[config.mk]
export PLATFORM = sky130hd
export DESIGN_NAME = dmem_arbiter
export DESIGN_NICKNAME = d
export VERILOG_FILES = /design/src/rtl/dmem_arb_pkg.sv /design/src/rtl/dmem_arb_rr_arb2.sv /design/src/rtl/dmem_arbiter.sv
export SDC_FILE = /design/constraint.sdc
export NUM_CORES = 1
export LEC_CHECK = 0
export CAP_MARGIN = 40
export CORE_ASPECT_RATIO = 2
export CORE_MARGIN = 10
export CORE_UTILIZATION = 29
export CTS_BUF_LIST = sky130_fd_sc_hd__clkbuf_16
export DETAILED_ROUTE_END_ITERATION = 12
export GPL_TIMING_DRIVEN = 0
export PLACE_DENSITY_LB_ADDON = 0.05
export SLEW_MARGIN = 30
export SYNTH_ARGS = -nofsm -noshare
export SYNTH_HDL_FRONTEND = slang
export SYNTH_SLANG_ARGS = --single-unit
[constraint.sdc]
create_clock -name clk -period 4.8 [get_ports clk]
set_clock_uncertainty 0.2 [all_clocks]
set_input_delay 0.96 -clock clk [delete_from_list [all_inputs] [get_ports clk]]
set_output_delay 0.96 -clock clk [all_outputs]
set_load 0.1 [all_outputs]
[src/rtl/dmem_arb_pkg.sv]
// Shared constants for the data-memory arbiter.
// Port ids and lock FSM encodings live here.
package dmem_arb_pkg;

  localparam int AW_DEF = 5;
  localparam int DW_DEF = 32;

  localparam logic PORT0 = 1'b0;
  localparam logic PORT1 = 1'b1;

  localparam logic [1:0] UNLOCKED = 2'd0;
  localparam logic [1:0] LOCK0    = 2'd1;
  localparam logic [1:0] LOCK1    = 2'd2;

endpackage

[src/rtl/dmem_arb_rr_arb2.sv]
// Two-way round-robin picker with a per-port enable mask.
// On a tie the port that did not win last time is chosen.
module rr_arb2
  import dmem_arb_pkg::*;
(
  input  logic [1:0] req,
  input  logic       last_gnt,
  input  logic [1:0] mask,
  output logic [1:0] gnt
);

  logic [1:0] eff;

  assign eff = req & mask;

  always_comb begin
    gnt = 2'b00;
    unique case (eff)
      2'b01: gnt = 2'b01;
      2'b10: gnt = 2'b10;
      2'b11: gnt = (last_gnt == PORT1) ? 2'b01
                                       : 2'b10;
      default: gnt = 2'b00;
    endcase
  end

endmodule

[src/rtl/dmem_arbiter.sv]
// Shares the single-ported data memory between MEM stage and a DMA port.
// Build with DMEM_ARB_LOCK_EN to add the per-port bus lock.
module dmem_arbiter
  import dmem_arb_pkg::*;
#(
  parameter int AW    = AW_DEF,
  parameter int DW    = DW_DEF,
  parameter int CNT_W = 16
) (
  input  logic             clk,
  input  logic             rst_n,
`ifdef DMEM_ARB_LOCK_EN
  input  logic             m0_lock,
  input  logic             m1_lock,
`endif
  input  logic             m0_req,
  input  logic             m0_we,
  input  logic [AW-1:0]    m0_addr,
  input  logic [DW-1:0]    m0_wdata,
  output logic             m0_gnt,
  output logic             m0_rvalid,
  output logic [DW-1:0]    m0_rdata,
  input  logic             m1_req,
  input  logic             m1_we,
  input  logic [AW-1:0]    m1_addr,
  input  logic [DW-1:0]    m1_wdata,
  output logic             m1_gnt,
  output logic             m1_rvalid,
  output logic [DW-1:0]    m1_rdata,
  output logic             mem_we,
  output logic [AW-1:0]    mem_addr,
  output logic [DW-1:0]    mem_wdata,
  input  logic [DW-1:0]    mem_rdata,
  output logic [CNT_W-1:0] conflict_cnt
);

  logic       last_gnt;
  logic [1:0] req;
  logic [1:0] mask;
  logic [1:0] gnt;

  // Gating with rst_n keeps reset cycles from writing memory
  assign req = {m1_req, m0_req} & {2{rst_n}};

`ifdef DMEM_ARB_LOCK_EN
  logic [1:0] lk_q;
  logic [1:0] lk_d;

  always_comb begin
    lk_d = lk_q;
    unique case (lk_q)
      UNLOCKED: begin
        if (gnt[0] && m0_lock)
          lk_d = LOCK0;
        else if (gnt[1] && m1_lock)
          lk_d = LOCK1;
      end
      LOCK0: begin
        if (!m0_req || (gnt[0] && !m0_lock))
          lk_d = UNLOCKED;
      end
      LOCK1: begin
        if (!m1_req || (gnt[1] && !m1_lock))
          lk_d = UNLOCKED;
      end
      default: lk_d = UNLOCKED;
    endcase
  end

  always_comb begin
    mask = 2'b11;
    unique case (lk_q)
      LOCK0:   mask = 2'b01;
      LOCK1:   mask = 2'b10;
      default: mask = 2'b11;
    endcase
  end

  always_ff @(posedge clk) begin
    if (!rst_n)
      lk_q <= UNLOCKED;
    else
      lk_q <= lk_d;
  end
`else
  assign mask = 2'b11;
`endif

  rr_arb2 u_rr (
    .req      (req),
    .last_gnt (last_gnt),
    .mask     (mask),
    .gnt      (gnt)
  );

  assign m0_gnt = gnt[PORT0];
  assign m1_gnt = gnt[PORT1];

  always_comb begin
    mem_we    = 1'b0;
    mem_addr  = '0;
    mem_wdata = '0;
    unique case (gnt)
      2'b01: begin
        mem_we    = m0_we;
        mem_addr  = m0_addr;
        mem_wdata = m0_wdata;
      end
      2'b10: begin
        mem_we    = m1_we;
        mem_addr  = m1_addr;
        mem_wdata = m1_wdata;
      end
      default: ;
    endcase
  end

  logic rd0;
  logic rd1;

  assign rd0 = gnt[0] & ~m0_we;
  assign rd1 = gnt[1] & ~m1_we;

  always_ff @(posedge clk) begin
    if (!rst_n) begin
      last_gnt     <= PORT1;
      m0_rvalid    <= 1'b0;
      m1_rvalid    <= 1'b0;
      m0_rdata     <= '0;
      m1_rdata     <= '0;
      conflict_cnt <= '0;
    end else begin
      if (|gnt)
        last_gnt <= gnt[1];
      m0_rvalid <= rd0;
      m1_rvalid <= rd1;
      if (rd0)
        m0_rdata <= mem_rdata;
      if (rd1)
        m1_rdata <= mem_rdata;
      if (m0_req && m1_req && !(&conflict_cnt))
        conflict_cnt <= conflict_cnt + 1'b1;
    end
  end

endmodule

==> flow_summary.toml <==
[synth]
syn-num-nets = 597
synthArstFlopShare_pct = 0
mappedNetlistArea_sq_mm = 0.00377
yosysWarnings = 0
synth_edf_count = 0
synthCells = 481
ys_seq_elements = 83
synth-seq-area-share_pct = 44.1
ys_types = 40
synth_ff_type = "dfxtp_1"
avgSynthCellArea_sq_um = 7.83

[setup_path]
crit_required_ns = 3.64
cp.arrival_ns = 3.50
crit_slowest_cell = "clkdlybuf4s50_1"
worstSetupPathType = "input pin to output pin"
max_stage_delay_ns = 0.53
critPathCaptureType = "output pin"
path_common_cell = "clkdlybuf4s50_1"
cp-start-kind = "input pin"
crit_fanout = 19
crit_chain = "clkdlybuf4s50_1 -> buf_6 -> nand3_2 -> clkinvlp_4 -> ha_1 -> clkbuf_2 -> buf_4 -> a22oi_2 -> nor2b_4 -> clkdlybuf4s50_1 -> buf_12"

[drt]
drc = 0
first_iter_violations = 148
wl_per_cell_microns = 18.6
detail-route-antenna-nets = 0
vias = 4852
routed_wl_microns = 18200
drt_pass1_iterations = 4
via_per_inst = 4.97

[global_route]
grt_remaining_overflow = 0
grt_pass1_wl_microns = 29400
track_usage_pct = 19.9
grt_max_degree = 20
grt_pass1_vias = 5477
antenna_found_initial = 3

[flow_run]
maxCapViolCount = 0

[power]
p_leak_nw = 3.45
ir_worst_vdd_v = 0.000334
p_per_area_mw_per_mm2 = 235

[floorplanning]
die_area_sq_mm = 0.0182
rows = 58
dieWidth_microns = 101
die_h_microns = 181
ios = 234
start_util_pct = 29.8
core_area_sq_mm = 0.0126

[cts]
clock_sinks = 83
cts_buffers = 9
insertion_delay_ns = 0.33
cts-root-buf = "clkbuf_16"
postCtsHoldBufs = 0
ctsHtreeMaxLevel = 3
path_clk_slew_ns = 0.06
clk_path_buf_depth = 2
post_cts_buffers = 0
cts_tree = "built"

[sta]
drv_slew = 0
slew_headroom_pct = 62.6
fmax_ghz = 0.215
fin_crit_sh_pct = 97.0
fin_ws_ns = 0.143
holdWs_ns = 0.253
worst_slew_pin_slew_ns = 0.557
rsz0062_at_grt = "false"
final-hold-violation-count = 0
setup_viol = 0
layout_min_cycle_time_ns = 4.66

[layout]
drive_gt1_share_pct = 26.5
finalNonFillerCells = 977
final_common_cell = "clkdlybuf4s50_1"
final_nets = 935
final_area_sq_mm = 0.00917
area_growth_pct = 143
final_cell_mix = "202 x clkdlybuf4s50_1, 139 x nand2_1, 83 x dfxtp_1, 60 x buf_16, 55 x buf_8"
postLayoutCoreUtil_pct = 72.6

[placed_design]
placed_cell_area_sq_mm = 0.00899
dp.cells = 982
gp_congestion = 0.809
hpwlAfterDp_microns = 15300
pre_cts_ws_ns = -1.02
io_buffer_count = 233

[status]
outcome = "complete, no violations"

[min_path]
min_path_type = "flop to flop"
-- final cells by class --
type | instances | area [sq um]
Multi-Input combinational cell | 356 | 2150
Inverter | 5 | 22.5
Clock inverter | 7 | 70.1
Fill cell | 848 | 3460
Antenna cell | 3 | 7.51
Clock buffer | 9 | 225
Buffer | 36 | 221
Sequential cell | 83 | 1660
Tap cell | 150 | 188
Timing Repair Buffer | 328 | 4620
-- cell families after synthesis --
logic type | synth area share [%]
and+or+nand+nor | 28.0
AOI/OAI and AO/OA | 21.3
DFF | 44.1
buffers and inverters | 5.01
adders and majority gates | 1.33
xor gates and xnor gates | 0.233
-- metal layers --
layer  track usage (%)  up-vias  wire, microns
li1                  -     2335              -
met2              36.9      215          10100
met3              8.14       26           1710
met5                 0        -              0
met4              6.65        0            408
met1              18.7     2276           5950
-- worst paths after layout --
check                        from          endpoint  slack [ns]  cells after the start
setup / recovery            rst_n     mem_wdata[24]        0.14                     11
hold / removal        m0_rdata[2]       m0_rdata[2]        0.25                      2
setup reg to reg  conflict_cnt[0]  conflict_cnt[14]        2.78                      6
hold reg to reg       m0_rdata[2]       m0_rdata[2]        0.25                      2
-- cells in the mapped netlist, types with 5 or more instances --
| library cell | n | share of area, % |
|---|---|---|
| nand2_1 | 139 | 14 |
| or4_1 | 6 | 1.2 |
| nand3_1 | 5 | 0.66 |
| o21ai_0 | 38 | 5.0 |
| a22oi_1 | 38 | 7.6 |
| a21oi_1 | 44 | 5.8 |
| dfxtp_1 | 83 | 44 |
| clkbuf_1 | 21 | 2.1 |
| o31ai_1 | 6 | 1.2 |
| buf_2 | 7 | 0.93 |
| nor2b_1 | 38 | 6.3 |
-- metrics by stage --
step,power [W],TNS (ns)
floorplan,0.00112,0
global placement,0.00132,-39.43
detailed placement,0.00150,-29.26
CTS,0.00218,-0.150
global route,0.00223,0
finish,0.00215,0
-- state kept, by name, indices dropped and copies added, names as in the netlist --
register      flops
m0_rdata         32
m1_rdata         32
conflict_cnt     16
last_gnt          1
m0_rvalid         1
m1_rvalid         1
-- report_power, final --
part	internal (W)	leakage, nW	switching (W)
clock network	0.000402	0.145	0.000273
registers	0.000713	0.674	0.0000136
logic	0.000330	2.63	0.000421
total	0.00144	3.45	0.000708
-- repair_timing --
item	in CTS	in global routing
setup endpoints to repair	38	17
pin swaps	0	0
resized for setup	32	7
endpoints found under the hold margin	0	0
-- worst max-delay path: cells and delay by family --
kind,cells,cell delay [ns]
buffers and inverters,7,1.99
AND/OR/NAND/NOR,2,0.26
adder cells (fa/ha/maj),1,0.17
AO/OA/AOI/OAI,1,0.09
(Power assumes the default switching activity.)
